==> config.mk <==
export PLATFORM = sky130hd
export DESIGN_NAME = decode_stage
export DESIGN_NICKNAME = d
export VERILOG_FILES = /design/src/rtl/decode_stage.sv
export SDC_FILE = /design/constraint.sdc
export NUM_CORES = 1
export LEC_CHECK = 0
export CAP_MARGIN = 25
export CORE_AREA = 2 2 125 127
export DETAILED_ROUTE_END_ITERATION = 8
export DIE_AREA = 0 0 127 129
export GPL_TIMING_DRIVEN = 0
export PLACE_DENSITY = 0.76
export RECOVER_POWER = 100
export SYNTH_ARGS = -nofsm -noshare
export SYNTH_HDL_FRONTEND = slang
export SYNTH_SLANG_ARGS = --single-unit
==> constraint.sdc <==
create_clock -name clk -period 5 [get_ports clk]
set_input_delay 1.25 -clock clk [delete_from_list [all_inputs] [get_ports clk]]
set_output_delay 1.25 -clock clk [all_outputs]
set_load 0.03 [all_outputs]
==> src/rtl/decode_stage.sv <==
// decode_stage: classifies incoming ARM-subset instructions, buffers them in a
// small FIFO and evaluates each head entry's condition against the NZCV flags
// as it leaves the stage.
//
// Handshake: a transfer happens on a rising edge where valid and ready are both
// high. in_ready depends only on the registered count. out_valid and the head
// fields depend only on registered state. out_exec can follow flag_nzcv
// combinationally when FLAG_FWD=1. A producer must hold its payload stable
// while valid is high and ready is low.
module decode_stage #(
  parameter int BUF_DEPTH  = 2,
  parameter int REG_ADDR_W = 4,
  parameter bit FLAG_FWD   = 1'b1
) (
  input  logic                  clk,
  input  logic                  rst,
  input  logic                  in_valid,
  output logic                  in_ready,
  input  logic [31:0]           in_inst,
  input  logic [31:0]           in_pc,
  input  logic                  flush,
  input  logic                  flag_we,
  input  logic [3:0]            flag_nzcv,
  output logic                  out_valid,
  input  logic                  out_ready,
  output logic [31:0]           out_pc,
  output logic [REG_ADDR_W-1:0] out_rd,
  output logic [REG_ADDR_W-1:0] out_rn,
  output logic [REG_ADDR_W-1:0] out_rm,
  output logic [2:0]            out_class,
  output logic                  out_load,
  output logic                  out_write_en,
  output logic                  out_exec,
  output logic [23:0]           out_imm24,
  output logic [3:0]            flags
);

  localparam int PTR_W = (BUF_DEPTH > 1) ? $clog2(BUF_DEPTH) : 1;
  localparam int CNT_W = PTR_W + 1;
  localparam logic [CNT_W-1:0] FULL_CNT = CNT_W'(BUF_DEPTH);

  // FIFO storage, one array per stored field
  logic [31:0]           r_pc    [BUF_DEPTH];
  logic [3:0]            r_cond  [BUF_DEPTH];
  logic [REG_ADDR_W-1:0] r_rd    [BUF_DEPTH];
  logic [REG_ADDR_W-1:0] r_rn    [BUF_DEPTH];
  logic [REG_ADDR_W-1:0] r_rm    [BUF_DEPTH];
  logic [2:0]            r_class [BUF_DEPTH];
  logic                  r_load  [BUF_DEPTH];
  logic                  r_we    [BUF_DEPTH];
  logic [23:0]           r_imm   [BUF_DEPTH];

  logic [PTR_W-1:0] r_wr_ptr;
  logic [PTR_W-1:0] r_rd_ptr;
  logic [CNT_W-1:0] r_count;
  logic [3:0]       r_flags;

  logic                  w_push;
  logic                  w_pop;
  logic [2:0]            w_class;
  logic                  w_load;
  logic                  w_we;
  logic [REG_ADDR_W-1:0] w_rd;
  logic [3:0]            w_eff;
  logic [3:0]            w_cond;
  logic                  w_n, w_z, w_c, w_v;

  assign in_ready  = (r_count != FULL_CNT);
  assign out_valid = (r_count != '0);
  // flush wins: nothing enters or leaves the queue on a flushing edge
  assign w_push    = in_valid & in_ready & ~flush;
  assign w_pop     = out_valid & out_ready & ~flush;

  // Classify and decode the incoming word before it is stored
  always_comb begin
    w_class = 3'b000;
    w_load  = 1'b0;
    w_we    = 1'b0;
    w_rd    = REG_ADDR_W'(in_inst[15:12]);
    case (in_inst[27:25])
      3'b000, 3'b001: begin
        w_class = 3'b001;
        // TST/TEQ/CMP/CMN only set flags
        w_we    = ~((in_inst[24:23] == 2'b10) & in_inst[20]);
      end
      3'b010, 3'b011: begin
        w_class = 3'b010;
        w_load  = in_inst[20];
        w_we    = in_inst[20];
      end
      3'b101: begin
        w_class = 3'b100;
        w_we    = in_inst[24];
        if (in_inst[24]) begin
          w_rd = REG_ADDR_W'(4'd14);
        end
      end
      default: begin
        w_class = 3'b000;
      end
    endcase
  end

  // Pointer and occupancy bookkeeping; flush returns to the reset state
  always_ff @(posedge clk or posedge rst) begin
    if (rst) begin
      r_wr_ptr <= '0;
      r_rd_ptr <= '0;
      r_count  <= '0;
    end else if (flush) begin
      r_wr_ptr <= '0;
      r_rd_ptr <= '0;
      r_count  <= '0;
    end else begin
      if (w_push) r_wr_ptr <= r_wr_ptr + PTR_W'(1);
      if (w_pop)  r_rd_ptr <= r_rd_ptr + PTR_W'(1);
      case ({w_push, w_pop})
        2'b10:   r_count <= r_count + CNT_W'(1);
        2'b01:   r_count <= r_count - CNT_W'(1);
        default: r_count <= r_count;
      endcase
    end
  end

  // Write decoded entry at the tail; storage is zeroed on reset
  always_ff @(posedge clk or posedge rst) begin
    if (rst) begin
      for (int i = 0; i < BUF_DEPTH; i++) begin
        r_pc[i]    <= '0;
        r_cond[i]  <= '0;
        r_rd[i]    <= '0;
        r_rn[i]    <= '0;
        r_rm[i]    <= '0;
        r_class[i] <= '0;
        r_load[i]  <= 1'b0;
        r_we[i]    <= 1'b0;
        r_imm[i]   <= '0;
      end
    end else if (w_push) begin
      r_pc[r_wr_ptr]    <= in_pc;
      r_cond[r_wr_ptr]  <= in_inst[31:28];
      r_rd[r_wr_ptr]    <= w_rd;
      r_rn[r_wr_ptr]    <= REG_ADDR_W'(in_inst[19:16]);
      r_rm[r_wr_ptr]    <= REG_ADDR_W'(in_inst[3:0]);
      r_class[r_wr_ptr] <= w_class;
      r_load[r_wr_ptr]  <= w_load;
      r_we[r_wr_ptr]    <= w_we;
      r_imm[r_wr_ptr]   <= in_inst[23:0];
    end
  end

  // NZCV register; flush deliberately leaves it alone
  always_ff @(posedge clk or posedge rst) begin
    if (rst) begin
      r_flags <= 4'b0000;
    end else if (flag_we) begin
      r_flags <= flag_nzcv;
    end
  end

  assign flags        = r_flags;
  assign out_pc       = r_pc[r_rd_ptr];
  assign out_rd       = r_rd[r_rd_ptr];
  assign out_rn       = r_rn[r_rd_ptr];
  assign out_rm       = r_rm[r_rd_ptr];
  assign out_class    = r_class[r_rd_ptr];
  assign out_load     = r_load[r_rd_ptr];
  assign out_write_en = r_we[r_rd_ptr];
  assign out_imm24    = r_imm[r_rd_ptr];
  assign w_cond       = r_cond[r_rd_ptr];

  assign w_eff = (FLAG_FWD && flag_we) ? flag_nzcv : r_flags;
  assign w_n   = w_eff[3];
  assign w_z   = w_eff[2];
  assign w_c   = w_eff[1];
  assign w_v   = w_eff[0];

  // Condition check of the head entry against the effective flags
  always_comb begin
    out_exec = 1'b0;
    case (w_cond)
      4'h0: out_exec = w_z;
      4'h1: out_exec = ~w_z;
      4'h2: out_exec = w_c;
      4'h3: out_exec = ~w_c;
      4'h4: out_exec = w_n;
      4'h5: out_exec = ~w_n;
      4'h6: out_exec = w_v;
      4'h7: out_exec = ~w_v;
      4'h8: out_exec = w_c & ~w_z;
      4'h9: out_exec = ~w_c | w_z;
      4'hA: out_exec = (w_n == w_v);
      4'hB: out_exec = (w_n != w_v);
      4'hC: out_exec = ~w_z & (w_n == w_v);
      4'hD: out_exec = w_z | (w_n != w_v);
      4'hE: out_exec = 1'b1;
      default: out_exec = 1'b0;
    endcase
  end

endmodule

==> results of run 1 <==
==> cell families (layout without fill, tap and decap cells) <==
group           count (synthesis)  count (layout)  share of synthesized area (%)
compound gates                 39              39                           3.75
xor+xnor                        7               7                          0.910
buf+inv                        47             234                           4.31
flops                         146             146                           54.2
mux                           135             135                           22.6
simple gates                  235             235                           14.3
==> per-stage QoR <==
step | power [µW] | setup slack (ps) | instances | util [%]
5_1_grt | 4440 | 207 | 984 | 60.9
3_5_place_dp | 2990 | 414 | 952 | 57.2
4_1_cts | 4330 | 400 | 984 | 61.3
2_1_floorplan | 2490 | 1210 | 609 | -
3_3_place_gp | 2920 | 439 | 949 | 56.8
6_report | 4230 | 323 | 984 | 60.9
==> metal layers <==
layer | share of wire (%) | vias up | wire length (µm)
met4 | 0.98 | 0 | 168
li1 | - | 2383 | -
met3 | 6.1 | 17 | 1040
met5 | 0 | - | 0
met2 | 51 | 152 | 8660
met1 | 42 | 2582 | 7210
==> state kept, by name, summed over array words and instances (netlist names) <==
register,flops
r_pc,64
r_rd,8
r_wr_ptr,1
r_count,2
r_rd_ptr,1
r_imm,36
r_class,6
r_rn,6
flags,4
r_load,2
r_rm,6
r_cond,8
r_we,2
==> cell usage after synthesis, types with 2 or more instances <==
cell        n
nand2b_1    3
nor3_1      3
nand3b_1    3
nor2_1     14
clkbuf_1    3
xor2_1      7
o21ai_1    15
inv_1       7
mux2_1     61
o31ai_1     3
nor3b_1     2
nand2_1   200
and3b_1     2
buf_4      10
o21ai_0     3
mux2i_1     5
mux2_2     67
a21oi_1     4
o32ai_1     2
buf_2      19
dfrtp_1   146
buf_6       7
==> critical path, stage by stage <==
cell and delay, ps:
clkdlybuf4s50_1 410, mux2_1 360, o31a_1 310, o21a_1 110, xor2_1 150, o211ai_2 150, clkdlybuf4s50_1 680
==> final cells by class <==
cell class	count	area, µm²	share of cell area, %
plain buffers	40	235	2.58
clock buffers	23	498	5.46
clock inverters	9	126	1.39
inverters	7	27.5	0.302
multi-input cells	416	2770	30.4
flip-flops and latches	146	3650	40.1
well taps	188	235	2.58
repair buffers	155	1570	17.2
==> worst max path at each step <==
stage	slack (ps)	end	cells after the start
after floorplan	1210	out_exec	6
after global placement	440	out_exec	7
after detailed placement	410	out_exec	7
after CTS	400	out_exec	7
after global routing	210	out_rm[2]	6
final	320	out_exec	7
==> power by group through the flow <==
stage | clock [µW] | sequential (µW) | combinational (µW)
floorplan | 0 | 1620 | 871
global placement | 0 | 1630 | 1290
detailed placement | 0 | 1670 | 1330
CTS | 1350 | 1650 | 1340
global route | 1390 | 1680 | 1360
finish | 1320 | 1650 | 1260
==> results.md, run 1 <==
* Status: complete, but fails checks
* Violated checks: max-capacitance violations, max-slew violations
* Lkg Pwr at 0.00425 µW
* DRC at 0
* CTS H-tree lvls at 4
* CP Capture Type: output pin
* Final hold viol count at 0
* Initial DRC Count at 305
* RSZ-0062 raised after global routing: no
* Critical path type: in2out
* Area leader, netlist: dfrtp_1
* Hpwl dp at 12100 µm
* Gpl congestion at 0.814
* # diodes at 0
* Vias in the first global route at 5433
* First-pass GRT wire length at about 28000 µm
* Fin. max-slew vios at 65
* # setup viols final at 0
* Area delta synth->final at 35.2%
* Switching part of the total power at between 30% and 40%
* #FFs+latches synth at 146
* Area of the core at approximately 0.015 mm²
* Clock Skews at slightly below 8 ps
* Initial Utilization at a little under half
* Crit path required time at 3750 ps
* CP Max Fanout at 3
* Max Clk Rate at 214 MHz
* Cell Rows at 45
* Reg2Reg Depth at 5
* Synth top area cells: dfrtp_1, mux2_2, nand2_1, mux2_1, buf_2
* Net Switching at 1330 µW
* Most common cell after layout, fill and taps aside: nand2_1
* Post-CTS Setup Inserts at 0
* Clock share of power at 31.3%
* Port Buf Inserts at roughly 150
* Vias at between 5000 and 6000
* Synth cell types at 45
* Pin slew with the least headroom to its limit at 1710 ps
* Largest net degree at the start of global routing at 45
* Share of layout cells above drive strength 1 at 15.2%
* Worst path arrival time at approximately 3400 ps
* Longest Clk Path Bufs at 2
* Hold Startpoint: r_imm[31]
* GR Layer Usage met2 at 38.0%
* Most frequent cells in the layout: nand2_1, dfrtp_1, clkdlybuf4s50_1
* CP Launch Type: input pin
* Final worst-path cycle share at 93.5%
* DIE AREA at 0.0164 mm²
* Ports at between 150 and 200
* FF-to-FF Start: r_count[0]
* Reg clk slew, reported paths at 50 ps
* Number of clock sinks at 146
* Syn nets at around 680
* Hold-fix buffers, CTS at 0
* Gate power share at 29.7%
* Fill count at 1227
* Wire length per cell at approximately 17 µm
* YS warnings at 0
* Synthesized area per cell at between 10 and 15 µm²
* Post-DP Area at 0.00856 mm²
* Part of the power in registers at 39.0%
* Nets at 857
* Cells after synthesis at 609
* Int Pwr at 2910 µW
* Antenna-violating nets left at 0
* Total wire length at 17100 µm
* Synth Flop Type: dfrtp_1
* Post-synth ARST share at 100%
* Total gr overflow at 0
* DR pass1 iterations at 4
* Mapped Area at 0.00674 mm²
* Max_cap viols at 2
* Hold-critical path depth at 2
* CTS Buf Count at 17
* FF-to-FF End: r_pc[15]
* Max IR drop VDD at 0.248 mV
* Min cycle time layout at 4680 ps
* Grt met1 use at roughly 27%
* CTS Root Cell: clkbuf_16
* Post-synth EDFFs at 0
* PwrDens at 464 mW/mm²
* CTS tree: done
* Top-area cell type share of the netlist area at 54.2%
* Setup TNS at 0 ps
* Worst hold margin at 469 ps
* Width of the die at 127 µm
* Hold Path Sink: r_imm[31]
* Design area at 0.00911 mm²
* GRT Util Overall at a little over a fifth
* Vias/cell at 5.22
* R2R Setup Slk at 2430 ps
* Most used routing layer: met2
* Antenna violations before repair at 0
* CTS-repair resized insts at 0
* Worst Hold Class: reg2reg
* Crit path launch: flag_nzcv[1]
* Vert. Die Dim at 129 µm
* Relative slew slack at -14.5%
* Post-synthesis sequential area ratio at 54.2%
* Grt met3 use at 5.70%
* Worst skew pair latency at about 420 ps
(Power assumes the default switching activity.)
==> run 2, diff against run 1 <==
RECOVER_POWER = 50   (was 100)
==> run 2 against run 1 <==
- the flow still finishes with violations (max-capacitance violations, max-slew violations)
- worst setup slack gained 5.6 ps
- non-clock buffer count unchanged
- wire length barely moved
- critical endpoint unchanged
==> results.md, run 2 (synthesis gave the netlist of run 1 again) <==
* Pin slew with the least headroom to its limit at about 1700 ps
* CTS H-tree lvls at 4
* Worst Hold Class: reg2reg
* Hold Startpoint: r_imm[31]
* Min cycle time layout at 4670 ps
* Lkg Pwr at 0.00421 µW
* Hold-critical path depth at 2
* Register with the most flip-flops: r_pc
* Gpl congestion at 0.814
* Reg2Reg Depth at 5
* Setup TNS at 0 ps
* DRC at 0
* Total wire length at 17100 µm
* CTS-repair resized insts at 0
* Initial DRC Count at between 300 and 400
* Hold Path Sink: r_imm[31]
* Vias in the first global route at 5433
* Fill count at 1222
* Clock Skews at roughly 8.0 ps
* Max IR drop VDD at 0.255 mV
* Area delta synth->final at 35.7%
* # diodes at 0
* Relative slew slack at -14.4%
* RSZ-0062 raised after global routing: no
* DR pass1 iterations at 4
* Port Buf Inserts at 152
* CTS Root Cell: clkbuf_16
* Width of the die at 127 µm
* Worst path arrival time at 3420 ps
* Final hold viol count at 0
* FF-to-FF End: r_pc[8]
* Crit path required time at 3750 ps
* Area of the core at 0.0150 mm²
* Post-CTS Setup Inserts at 0
* CP cell instances: clkdlybuf4s50_1 -> mux2_1 -> o31a_1 -> o21a_1 -> xor2_1 -> o211ai_2 -> clkdlybuf4s50_1
* GRT Util Overall at roughly 22%
* Max Clk Rate at 214 MHz
* Cell Rows at 45
* Vias/cell at 5.21
* Slowest cell on crit path: clkdlybuf4s50_1
* CTS tree: done
* Ports at 154
* Multi-input logic area at about 0.0028 mm²
* Power, Total at 4290 µW
* Crit path launch: flag_nzcv[1]
* R2R Setup Slk at about 2600 ps
* Violated checks: max-capacitance violations, max-slew violations
* Crit path largest cell delay at 680 ps
* # setup viols final at 0
* Antenna violations before repair at 0
* Area taken by flip-flops and latches at 0.00365 mm²
* Wire length per cell at 17.4 µm
* Hold-fix buffers, CTS at 0
* Max FFs per register at 64
* Hpwl dp at between 10000 and 15000 µm
* PwrDens at 469 mW/mm²
* Max_cap viols at 2
* Largest net degree at the start of global routing at 45
* Most common cell after layout, fill and taps aside: nand2_1
* Vias at 5122
* Reg clk slew, reported paths at roughly 50 ps
* Vert. Die Dim at 129 µm
* Largest regs: r_pc x64, r_imm x36
* CP Capture Type: output pin
* FF-to-FF Start: r_count[0]
* CP Launch Type: input pin
* Initial Utilization at 45.0%
* DIE AREA at about 0.016 mm²
* Number of clock sinks at 146
* Total gr overflow at 0
* Longest Clk Path Bufs at 2
* Worst hold margin at 469 ps
* Share of layout cells above drive strength 1 at between 15 and 20%
* Status: complete, but fails checks
* Critical path type: in2out
* Worst path most repeated cell: clkdlybuf4s50_1
* Final worst-path cycle share at 93.4%
* Fin. max-slew vios at 65
* Nets at 857
* Antenna-violating nets left at 0
* Worst skew pair latency at between 400 and 500 ps
* CTS Buf Count at 17
* CP Max Fanout at 3
* Most frequent cells in the layout: nand2_1, clkdlybuf4s50_1, dfrtp_1
* First-pass GRT wire length at 27800 µm
==> run 2: area by class of cell <==
class,instances,area share (%)
Inverter,7,0.301
Multi-Input combinational cell,416,30.5
Tap cell,188,2.57
Clock buffer,23,5.44
Timing Repair Buffer,155,17.1
Sequential cell,146,39.9
Buffer,40,2.79
Clock inverter,9,1.38
==> run 2: power breakdown <==
part / leakage (µW) / switching [µW] / internal, µW
sequential: 0.00180 / 168 / 1480
combinational: 0.00211 / 692 / 626
clock: 0.000309 / 478 / 848
total: 0.00421 / 1340 / 2960
==> run 2: worst max-delay path: cells and delay by family <==
| family | cells | cell delay [ps] |
|---|---|---|
| buffers and inverters | 2 | 1090 |
| AO/OA/AOI/OAI | 3 | 570 |
| multiplexers | 1 | 360 |
| XOR/XNOR | 1 | 150 |
==> run 2: worst max-delay path by stage <==
stage	end	slack, ps	cells past startpoint
2_1_floorplan	out_exec	1210	6
3_3_place_gp	out_exec	440	7
3_5_place_dp	out_exec	410	7
4_1_cts	out_exec	400	7
5_1_grt	out_exec	240	7
6_report	out_exec	330	7
==> run 2: layer usage <==
layer | GRT usage [%] | part of all wire [%] | up-vias
li1 | - | - | 2379
met1 | 27.0 | 42 | 2561
met2 | 38.0 | 51 | 158
met3 | 5.70 | 5.6 | 24
met4 | 6.14 | 1.3 | 0
met5 | 0 | 0 | -
==> run 2: stage by stage <==
step / cell area [µm²] / cells / util, % / worst slack (ps)
after detailed placement: 8560 / 952 / 57.2 / 414
after global routing: 9150 / 984 / 61.1 / 242
after CTS: 9190 / 984 / 61.3 / 400
after floorplan: 6740 / 609 / - / 1210
after global placement: 8500 / 949 / 56.8 / 439
final: 9150 / 984 / 61.1 / 328
